===== config.mk =====
export PLATFORM = sky130hd
export DESIGN_NAME = timer_ctrl
export DESIGN_NICKNAME = d
export VERILOG_FILES = /design/src/rtl/timer_ctrl.sv
export SDC_FILE = /design/constraint.sdc
export NUM_CORES = 1
export LEC_CHECK = 0
export CAP_MARGIN = 15
export CORE_UTILIZATION = 50
export CTS_BUF_LIST = sky130_fd_sc_hd__clkbuf_8
export DETAILED_ROUTE_END_ITERATION = 10
export GPL_TIMING_DRIVEN = 0
export PLACE_DENSITY = 0.71
export SETUP_SLACK_MARGIN = 0.4
export SYNTH_ARGS = -nofsm -noshare
export SYNTH_HDL_FRONTEND = slang
export SYNTH_SLANG_ARGS = --single-unit

===== constraint.sdc =====
create_clock -name clk -period 2.2 [get_ports clk]
set_input_delay 0.22 -clock clk [delete_from_list [all_inputs] [get_ports clk]]
set_output_delay 0.22 -clock clk [all_outputs]
set_load 0.05 [all_outputs]

===== src/rtl/timer_ctrl.sv =====
// -----------------------------------------------------------------------------
// timer_ctrl
//   Programmable interval timer and walk-request latch serving the
//   traffic-light FSM. Three programmable durations (base, extension, yellow)
//   are counted down in seconds, where one second is DIV clock cycles.
//   'expired' pulses for one cycle when the selected interval has elapsed.
//
// Ports
//   clk          in   1      system clock
//   rst_n        in   1      asynchronous active-low reset
//   prog         in   1      program strobe (level)
//   prog_sel     in   2      00 base, 01 ext, 10 yellow, 11 restore defaults
//   prog_val     in   VAL_W  value written to the selected duration
//   start_timer  in   1      load and start the interval chosen by 'interval'
//   interval     in   2      00 base, 01 ext, 10 yellow, 11 fixed 1 s
//   expired      out  1      one-cycle pulse when the countdown reaches 0
//   walk_btn     in   1      raw pedestrian button (asynchronous)
//   wr_reset     in   1      clear the walk request
//   wr           out  1      latched walk request
//   count        out  VAL_W  remaining seconds
//   tick         out  1      one-cycle 1 Hz enable
// -----------------------------------------------------------------------------
module timer_ctrl #(
   parameter int DIV      = 27000000,
   parameter int VAL_W    = 4,
   parameter int T_BASE_D = 6,
   parameter int T_EXT_D  = 3,
   parameter int T_YEL_D  = 2
) (
   input  logic             clk,
   input  logic             rst_n,
   input  logic             prog,
   input  logic [1:0]       prog_sel,
   input  logic [VAL_W-1:0] prog_val,
   input  logic             start_timer,
   input  logic [1:0]       interval,
   output logic             expired,
   input  logic             walk_btn,
   input  logic             wr_reset,
   output logic             wr,
   output logic [VAL_W-1:0] count,
   output logic             tick
);

   localparam int DIV_W = (DIV > 1) ? $clog2(DIV) : 1;
   localparam logic [DIV_W-1:0] DIV_LAST = DIV_W'(DIV - 1);
   localparam logic [VAL_W-1:0] BASE_INIT = VAL_W'(T_BASE_D);
   localparam logic [VAL_W-1:0] EXT_INIT  = VAL_W'(T_EXT_D);
   localparam logic [VAL_W-1:0] YEL_INIT  = VAL_W'(T_YEL_D);
   localparam logic [VAL_W-1:0] ONE       = VAL_W'(1);

   logic [DIV_W-1:0] div_reg;
   logic [VAL_W-1:0] t_base_reg;
   logic [VAL_W-1:0] t_ext_reg;
   logic [VAL_W-1:0] t_yel_reg;
   logic [VAL_W-1:0] count_reg;
   logic             run_reg;
   logic             expired_reg;
   logic             auto_go_reg;
   logic             wr_reg;
   logic             btn_meta_reg;
   logic             btn_sync_reg;

   logic             tick_now;
   logic             load;
   logic [VAL_W-1:0] sel_val;
   logic [VAL_W-1:0] load_val;

   // Tick is a pure decode of the divider register, so it is glitch-free
   // and is 0 whenever the divider has just been cleared.
   assign tick_now = (div_reg == DIV_LAST);

   // auto_go gives the FSM a first expiry after reset or programming even
   // though it never issued start_timer. Programming suppresses loads.
   assign load = !prog && (start_timer || auto_go_reg);

   always_comb begin
      sel_val = ONE;
      case (interval)
         2'b00:   sel_val = t_base_reg;
         2'b01:   sel_val = t_ext_reg;
         2'b10:   sel_val = t_yel_reg;
         default: sel_val = ONE;
      endcase
      // A programmed zero would otherwise never expire; treat it as 1 s.
      load_val = (sel_val == '0) ? ONE : sel_val;
   end

   // Two-flop synchronizer for the asynchronous pedestrian button.
   always_ff @(posedge clk or negedge rst_n) begin
      if (!rst_n) begin
         btn_meta_reg <= 1'b0;
         btn_sync_reg <= 1'b0;
      end else begin
         btn_meta_reg <= walk_btn;
         btn_sync_reg <= btn_meta_reg;
      end
   end

   always_ff @(posedge clk or negedge rst_n) begin
      if (!rst_n) begin
         t_base_reg  <= BASE_INIT;
         t_ext_reg   <= EXT_INIT;
         t_yel_reg   <= YEL_INIT;
         div_reg     <= '0;
         count_reg   <= '0;
         run_reg     <= 1'b0;
         expired_reg <= 1'b0;
         auto_go_reg <= 1'b1;
         wr_reg      <= 1'b0;
      end else begin
         expired_reg <= 1'b0;
         if (prog) begin
            case (prog_sel)
               2'b00: t_base_reg <= prog_val;
               2'b01: t_ext_reg  <= prog_val;
               2'b10: t_yel_reg  <= prog_val;
               default: begin
                  t_base_reg <= BASE_INIT;
                  t_ext_reg  <= EXT_INIT;
                  t_yel_reg  <= YEL_INIT;
               end
            endcase
            div_reg     <= '0;
            count_reg   <= '0;
            run_reg     <= 1'b0;
            auto_go_reg <= 1'b1;
            wr_reg      <= 1'b0;
         end else begin
            div_reg <= tick_now ? '0 : div_reg + 1'b1;
            if (load) begin
               // Load wins over a coincident tick; the divider restarts so
               // the first second is a full DIV cycles.
               div_reg     <= '0;
               count_reg   <= load_val;
               run_reg     <= 1'b1;
               auto_go_reg <= 1'b0;
            end else if (run_reg && tick_now) begin
               if (count_reg <= ONE) begin
                  count_reg   <= '0;
                  run_reg     <= 1'b0;
                  expired_reg <= 1'b1;
               end else begin
                  count_reg <= count_reg - ONE;
               end
            end
            // A synchronized press overrides a simultaneous clear.
            if (btn_sync_reg) begin
               wr_reg <= 1'b1;
            end else if (wr_reset) begin
               wr_reg <= 1'b0;
            end
         end
      end
   end

   assign expired = expired_reg;
   assign wr      = wr_reg;
   assign count   = count_reg;
   assign tick    = tick_now;

endmodule


# [Yosys cells after proc, flatten, opt, wreduce, memory -nomap -nowiden]
# Index checks and enable logic that the tools add are counted.
[op_classes] add_sub_neg=2 order_cmp=1 eq_ne=5 n_mux=25 n_bitwise=3 reduce_logical=18
[op_table] operator="25-bit 2-to-1 mux" count=3
[op_table] operator="25-bit by 1-bit adder with 25-bit output, second input constant" count=1
[op_table] operator="25-bit == test, second input constant" count=1
[op_table] operator="4-bit one-hot mux with 2 select lines" count=3
[op_table] operator="4-bit 2-to-1 mux" count=5
[op_table] operator="1-bit 2-to-1 mux" count=13
[op_table] operator="4-bit one-hot mux with 3 select lines" count=1
[op_table] operator="3-bit nonzero test" count=3
[op_table] operator="2-bit AND reduction" count=4
[op_table] operator="2-bit OR reduction" count=3
[op_table] operator="2-bit by 1-bit == test with 1-bit output, second input constant" count=2
[op_table] operator="2-bit == test, second input constant" count=2
[op_table] operator="4-bit by 1-bit less-or-equal comparator with 1-bit output, second input constant" count=1
[op_table] operator="2-bit zero test" count=2
[op_table] operator="4-bit zero test" count=1
[op_table] operator="4-bit by 1-bit subtractor with 4-bit output, second input constant" count=1
[op_table] operator="1-bit inverter" count=3
[op_table] operator="1-bit logical AND" count=2
[op_table] operator="2-bit nonzero test" count=1
[op_table] operator="1-bit zero test" count=1
[op_table] operator="1-bit logical OR" count=1
[totals] ff_bits=47 inputBits=14 out_inout_bits=7 elab_cells=65

# [Depth between registers and ports, before layout]
# Gate-level depths: netlist of the first run.
[logic_depth] word_depth=6 depth_mapped=8

# [Worst setup path after synthesis of the first run]
# OpenSTA, ideal clock, no wires.
[synth_path] kind="register to register" startpoint="reg div_reg[21]" endpoint="reg div_reg[16]" setup_time_ns=0.121 arrival_time_ns=2.262 setup_slack_ns=-0.183 path_stages_with_launch=8 path_cell_list="dfrtp_1 > or4b_4 > nor3_1 > and4_1 > nand2b_1 > buf_2 > buf_2 > nor2_1"
[synth_via] elab_chain_cells=4
[synth_rtl] item="from (decl)" line_no="52" rtl="logic [DIV_W-1:0] div_reg;"
[synth_rtl] item="from (signal assigned)" line_no="130" rtl="div_reg <= tick_now ? '0 : div_reg + 1'b1;"
[synth_rtl] item="25-bit == test" line_no="71" rtl="assign tick_now = (div_reg == DIV_LAST);"
[synth_rtl] item="named net tick" line_no="42" rtl="output logic tick"
[synth_rtl] item="25-bit 2-to-1 mux" line_no="130"
[synth_rtl] item="25-bit 2-to-1 mux" line_no="131" rtl="if (load) begin"
[synth_rtl] item="25-bit 2-to-1 mux" line_no="113" rtl="if (prog) begin"
# The timed path passes the listed nets, and every way through them passes these cells.
# A chain may end at the register's enable or synchronous reset.

# [Worst setup path in the final report of the first run]
[layout_path] startpoint="reg div_reg[22]" endpoint="out tick"
[layout_via] elab_chain_cells=1
[layout_rtl] item="25-bit == test" line_no="71"
[layout_rtl] item="to (decl)" line_no="42"
# No other way between the ends.

==> results of run 1 <==
final cells by class:
type	count	area, um^2	share of cell area (%)
Sequential cell	47	1190	38.6
Multi-Input combinational cell	181	1180	38.4
Timing Repair Buffer	40	427	13.9
Clock buffer	6	82.6	2.68
Buffer	9	66.3	2.16
Tap cell	52	65.1	2.11
Inverter	16	60.1	1.95
Clock inverter	2	8.76	0.285
synth_stat cells (7+ instances only):
library cell  number
nor2_1            38
a21oi_1            9
o21ai_0           11
nor3_1             7
xnor2_1            9
dfrtp_1           41
nand3_1           13
xor2_1            13
nand4_1            8
nand2_1           21
inv_1             16
routing by layer:
layer / wire, um / part of all wire (%) / up-vias
li1: - / - / 966
met1: 2430 / 49 / 960
met2: 2380 / 48 / 32
met3: 132 / 2.6 / 4
met4: 45 / 0.90 / 0
met5: 0 / 0 / -
worst min-delay path by stage:
stage / startpoint / to / slack (ns) / cells after the start
after floorplan: rst_n / btn_meta_reg$_DFF_PN0_ / -0.08 / 0
after global placement: btn_meta_reg$_DFF_PN0_ / btn_sync_reg$_DFF_PN0_ / 0.34 / 0
after detailed placement: rst_n / div_reg[5]$_DFF_PN0_ / 0.26 / 1
after CTS: btn_meta_reg$_DFF_PN0_ / btn_sync_reg$_DFF_PN0_ / 0.36 / 0
after global routing: walk_btn / btn_meta_reg$_DFF_PN0_ / 0.36 / 1
final: btn_meta_reg$_DFF_PN0_ / btn_sync_reg$_DFF_PN0_ / 0.36 / 0
through the flow:
| stage | setup slack (ns) | utilization (%) | instance area, um^2 | power, mW |
|---|---|---|---|---|
| 2_1_floorplan | 0.163 | - | 2440 | 1.08 |
| 3_3_place_gp | -0.406 | 59.9 | 2700 | 1.16 |
| 3_5_place_dp | -0.267 | 60.4 | 2720 | 1.17 |
| 4_1_cts | 0.113 | 67.7 | 3050 | 1.72 |
| 5_1_grt | 0.0602 | 68.3 | 3080 | 1.78 |
| 6_report | 0.115 | 68.3 | 3080 | 1.71 |
cells by family (layout without fill, tap and decap cells):
logic type | count (synthesis) | in the layout | share of synthesized area [%]
flip-flops | 47 | 47 | 49.1
AO/OA/AOI/OAI | 32 | 32 | 8.16
buffers and inverters | 25 | 73 | 4.05
XOR/XNOR | 22 | 22 | 8.00
adder cells (fa/ha/maj) | 6 | 6 | 3.12
AND/OR/NAND/NOR | 117 | 117 | 25.9
multiplexers | 4 | 4 | 1.66
worst register-to-register path: cells and delay by family (launching register included):
family	cells	cell delay [ns]
buf+inv	2	0.37
flops	1	0.39
simple gates	5	1.20
repair_timing:
action,in CTS,in global routing
hold endpoints to repair,22,0
hold buffers,1,0
endpoints found under the setup margin,33,36
pin swaps,8,0
cloned,2,0
gates resized for setup,18,8
buffers inserted,16,1
power by group through the flow:
stage	combinational [mW]	clock, mW	sequential [mW]
2_1_floorplan	0.104	0	0.972
3_3_place_gp	0.210	0	0.952
3_5_place_dp	0.219	0	0.953
4_1_cts	0.241	0.538	0.937
5_1_grt	0.274	0.566	0.942
6_report	0.246	0.528	0.937
==> impl_metrics.csv, run 1 <==
group,metric,value,unit
outcome,run_status,"finished with violations",
outcome,violations,"DRC",
drt,drcViolationCount,1,
place,dp.cells,325,
setup_path,crit_start,"div_reg[22]$_DFF_PN0_",
sta,post-route-period-util,94.8,%
drt,via_per_inst,5.56,
setup_path,reg2reg_depth,7,
synthesis,synth_top_area_share,42.6,%
sta,rsz0062_at_grt,"true",
synthesis,async_reset_ff_share,100,%
global_routing,antenna_found_initial,0,
drt,wl_per_cell,14.1,um
cts,cts_root_buf,"clkbuf_8",
power,power_density,556,mW/mm^2
cts,cts-buffers-inserted,5,
global_routing,grt_busiest_layer,"met2",
setup_path,crit_cells,4,
setup_path,regToRegSetupSlack,0.14,ns
drt,wirelength,4990,um
drt,drtIter0Drc,71,
final_layout,antenna_cells,0,
floorplan,io_pins,21,
drt,postRouteAntennaNets,0,
power,p_switching,0.443,mW
setup_path,worst_path_largest_cell_delay,0.58,ns
power,p_int,1.27,mW
synthesis,yosys.cell_types.count,40,
setup_path,cp-endpoint,"tick",
place,place_congestion,0.755,
setup_path,cp-end-kind,"output port",
synthesis,syn_area_per_cell,9.52,um^2
place,dp_hpwl,3390,um
global_routing,grt_overflow,0,
cts,clockBufferDepth,2,
cts,clock_latency,0.30,ns
final_layout,nFillCells,370,
drt,drt_pre_antenna_iters,7,
global_routing,track_usage,21.9,%
floorplan,die_h,71.4,um
setup_path,path_delay_family,"simple AND/OR/NAND/NOR gates",
setup_path,r2r-end,"div_reg[17]$_DFF_PN0_",
sta,fmax,480,MHz
synthesis,syn-cell-area,0.00241,mm^2
setup_path,crit_buf_inv,1,
synthesis,synth_edf_count,0,
final_layout,largest_register_ffs,25,
global_routing,global_route.usage.met3,3.38,%
sta,hold_violations,0,
setup_path,crit_path_top_delay_cell,"or4b_4",
sta,hold_ws,0.355,ns
final_layout,layout-drive-gt1-share,18.9,%
synthesis,synth_cells,253,
floorplan,dieArea,0.00510,mm^2
final_layout,finalNonFillerCells,353,
synthesis,synth_top_area_cell,"dfrtp_1",
synthesis,synth_nets,273,
cts,cts.sinks,47,
floorplan,fp-row-count,24,
synthesis,synth-seq-cells,47,
synthesis,yosys-top-cells-area,"dfrtp_1 (43%), dfstp_2 (6.5%), nor2_1 (5.9%)",
synthesis,yosysSeqAreaShare,49.1,%
sta,worst_clock_skew,0.0117,ns
global_routing,met1_usage,30.7,%
cts,h-tree-depth,2,
global_routing,grt_use_met2,35.1,%
sta,setup_viol,0,
global_routing,grt_max_degree,26,
final_layout,layout_common_cells,"dfrtp_1 (39), nor2_1 (38), nand2_1 (21)",
power,seqPwrFrac,54.7,%
cts,path_clk_slew,0.09,ns
synthesis,ys_dominant_reg_cell,"dfrtp_1",
setup_path,r2r_start,"div_reg[22]$_DFF_PN0_",
power,p_leak,1.35,nW
global_routing,first_global_vias,1954,
sta,max_slew.worst_pin.slew,0.605,ns
floorplan,start_util,53.5,%
setup_path,crit_required,1.98,ns
power,switching_share,25.9,%
setup_path,worstSetupPathType,"flip-flop to output port",
sta,fin_setup_tns,0,ns
power,combPwrFrac,14.4,%
power,peakVddDrop,436,uV
run,cap_violations,0,
sta,relSlewSlack,59.3,%
setup_path,cp_max_fo,3,
drt,vias,1962,
cts,cts_tree,"done",
floorplan,core_area,0.00450,mm^2
setup_path,cp-start-kind,"flip-flop",
final_layout,synthToLayoutAreaGrowth,27.7,%
sta,maxSlewViolCount,0,
final_layout,mostFrequentLayoutCell,"dfrtp_1",
setup_path,crit_arrival,1.86,ns
sta,fin_crit,2.08,ns
global_routing,grt_pass1_wl,8710,um
power,power_frac_clock,30.9,%
setup_path,path_cells,"or4b_4 -> nor3_4 -> and4_4 -> buf_8",
floorplan,die-width,71.4,um
hold_path,hold_class,"flip-flop to flip-flop",
synthesis,yosysWarnings,0,
place,port_buffers,19,
final_layout,nets,320,
(Power assumes the default switching activity.)
==> run 2, diff against run 1 <==
--- a/config.mk
+++ b/config.mk
@@ -9,6 +9,7 @@
 export CORE_UTILIZATION = 50
 export CTS_BUF_LIST = sky130_fd_sc_hd__clkbuf_8
 export DETAILED_ROUTE_END_ITERATION = 10
+export GPL_ROUTABILITY_DRIVEN = 0
 export GPL_TIMING_DRIVEN = 0
 export PLACE_DENSITY = 0.71
 export SETUP_SLACK_MARGIN = 0.4
==> results of run 2 <==
No change in the layout: final DEF, timing and power equal those of run 1.
==> run 3, diff against run 2 <==
--- a/config.mk
+++ b/config.mk
@@ -6,13 +6,15 @@
 export NUM_CORES = 1
 export LEC_CHECK = 0
 export CAP_MARGIN = 15
-export CORE_UTILIZATION = 50
+export CORE_UTILIZATION = 59
 export CTS_BUF_LIST = sky130_fd_sc_hd__clkbuf_8
+export CTS_CLUSTER_SIZE = 12
 export DETAILED_ROUTE_END_ITERATION = 10
 export GPL_ROUTABILITY_DRIVEN = 0
 export GPL_TIMING_DRIVEN = 0
-export PLACE_DENSITY = 0.71
+export PLACE_DENSITY = 0.81
 export SETUP_SLACK_MARGIN = 0.4
+export SKIP_CTS_REPAIR_TIMING = 1
 export SYNTH_ARGS = -nofsm -noshare
 export SYNTH_HDL_FRONTEND = slang
 export SYNTH_SLANG_ARGS = --single-unit
==> run 3 against run 2 <==
- setup slack lost 0.075 ns
- largest cell class is now multi-input gates
- via count grew 7.2%
- final area grew 0.98%
- highest routed layer unchanged
- critical path depth is the same
- the run now ends clean
==> impl_metrics.csv, run 3 (synthesis results as in run 1) <==
group,metric,value,unit
outcome,run_status,"complete, no violations",
setup_path,worst_path_largest_cell_delay,0.58,ns
sta,rsz0062_at_grt,"true",
final_layout,finalCoreUtilization,81.8,%
cts,clockBufferDepth,2,
run,cap_violations,0,
cts,cts-buffers-inserted,5,
sta,worst_clock_skew,0.0103,ns
power,seqPwrFrac,55.8,%
place,dp_hpwl,3350,um
final_layout,synthToLayoutAreaGrowth,29.0,%
cts,clock_latency,0.31,ns
power,power_density,541,mW/mm^2
setup_path,crit_path_top_delay_cell,"or4b_4",
cts,h-tree-depth,2,
setup_path,cp-end-kind,"output port",
sta,post-route-period-util,98.2,%
sta,relSlewSlack,44.9,%
sta,fmax,463,MHz
power,power_frac_clock,29.7,%
floorplan,die-width,65.9,um
setup_path,worstSetupPathType,"flip-flop to output port",
drt,drtIter0Drc,194,
power,p_total,1.68,mW
hold_path,hold_class,"input pin to async pin",
setup_path,path_delay_family,"simple AND/OR/NAND/NOR gates",
power,peakVddDrop,564,uV
cts,cts_root_buf,"clkbuf_8",
place,place_area,0.00271,mm^2
cts,cts.sinks,47,
floorplan,io_pins,21,
drt,wirelength,5800,um
setup_path,cp-start-kind,"flip-flop",
sta,hold_violations,0,
power,p_int,1.22,mW
floorplan,core_area,0.00380,mm^2
cts,path_clk_slew,0.08,ns
floorplan,dieArea,0.00434,mm^2
power,switching_share,27.1,%
setup_path,crit_buf_inv,1,
sta,maxSlewViolCount,0,
global_routing,grt_max_degree,36,
sta,setup_viol,0,
cts,cts_tree,"done",
drt,vias,2103,
global_routing,antenna_found_initial,0,
setup_path,crit_required,1.98,ns
drt,postRouteAntennaNets,0,
drt,via_per_inst,5.99,
final_layout,nets,322,
power,p_leak,1.34,nW
sta,max_slew.worst_pin.slew,0.820,ns
drt,drt_pre_antenna_iters,4,
sta,fin_setup_tns,0,ns
sta,hold_ws,0.326,ns
final_layout,nFillCells,230,
global_routing,first_global_vias,1775,
floorplan,start_util,63.4,%
global_routing,grt_pass1_wl,8020,um
final_layout,design_area,0.00311,mm^2
setup_path,cp_max_fo,3,
floorplan,fp-row-count,22,
drt,wl_per_cell,16.5,um
place,port_buffers,19,
global_routing,track_usage,24.9,%
final_layout,layout_common_cells,"dfrtp_1 (35), nor2_1 (33), nand2_1 (20)",
final_layout,mostFrequentLayoutCell,"dfrtp_1",
final_layout,largest_register_ffs,25,
setup_path,path_cells,"or4b_4 -> nor3_4 -> and4_4 -> buf_6",
floorplan,die_h,65.9,um
setup_path,crit_arrival,1.94,ns
global_routing,grt_overflow,0,
power,combPwrFrac,14.6,%
sta,fin_crit,2.16,ns
final_layout,antenna_cells,0,
power,p_switching,0.456,mW
drt,drcViolationCount,0,
final_layout,layout-drive-gt1-share,23.4,%
## run 3: path summary, 6_finish.rpt
check | startpoint | endpoint | slack, ns | depth (start not counted)
max in group asynchronous | rst_n | t_ext_reg[1]$_DFFE_PN1P_ | 1.31 | 3
hold reg to reg | btn_meta_reg$_DFF_PN0_ | btn_sync_reg$_DFF_PN0_ | 0.36 | 0
setup reg to reg | div_reg[9]$_DFF_PN0_ | div_reg[10]$_DFF_PN0_ | 0.06 | 8
hold / removal | rst_n | div_reg[5]$_DFF_PN0_ | 0.33 | 2
min in group clk | btn_meta_reg$_DFF_PN0_ | btn_sync_reg$_DFF_PN0_ | 0.36 | 0
setup / recovery | div_reg[9]$_DFF_PN0_ | tick | 0.04 | 4
## run 3: worst reg2reg max path, delay by kind of cell (launching register included)
family	cells	cell delay [ns]
buf+inv	3	0.40
flops	1	0.40
simple gates	5	1.23
## run 3: cell type report
| type | instances | area (um^2) | share of cell area, % |
|---|---|---|---|
| Clock inverter | 3 | 11.3 | 0.362 |
| Inverter | 16 | 60.1 | 1.93 |
| Tap cell | 48 | 60.1 | 1.93 |
| Timing Repair Buffer | 42 | 405 | 13.0 |
| Sequential cell | 47 | 1190 | 38.3 |
| Clock buffer | 5 | 68.8 | 2.22 |
| Multi-Input combinational cell | 181 | 1240 | 39.8 |
| Buffer | 9 | 73.8 | 2.38 |
## run 3: per-stage QoR
| stage | cells | worst slack, ns |
|---|---|---|
| 2_1_floorplan | 253 | 0.163 |
| 3_3_place_gp | 320 | -0.390 |
| 3_5_place_dp | 321 | -0.259 |
| 4_1_cts | 329 | -0.598 |
| 5_1_grt | 351 | -0.00529 |
| 6_report | 351 | 0.0406 |
## run 3: power groups by stage
| stage | Clock, mW | Combinational (mW) | Sequential, mW |
|---|---|---|---|
| 2_1_floorplan | 0 | 0.104 | 0.972 |
| 3_3_place_gp | 0 | 0.210 | 0.950 |
| 3_5_place_dp | 0 | 0.216 | 0.950 |
| 4_1_cts | 0.503 | 0.217 | 0.933 |
| 5_1_grt | 0.539 | 0.269 | 0.941 |
| 6_report | 0.498 | 0.245 | 0.937 |
## run 3: layer usage
metal  global-route usage [%]  wire length, um
met5                        0                0
met3                     8.45              326
met2                     36.5             2770
met4                     8.97              131
met1                     34.1             2560
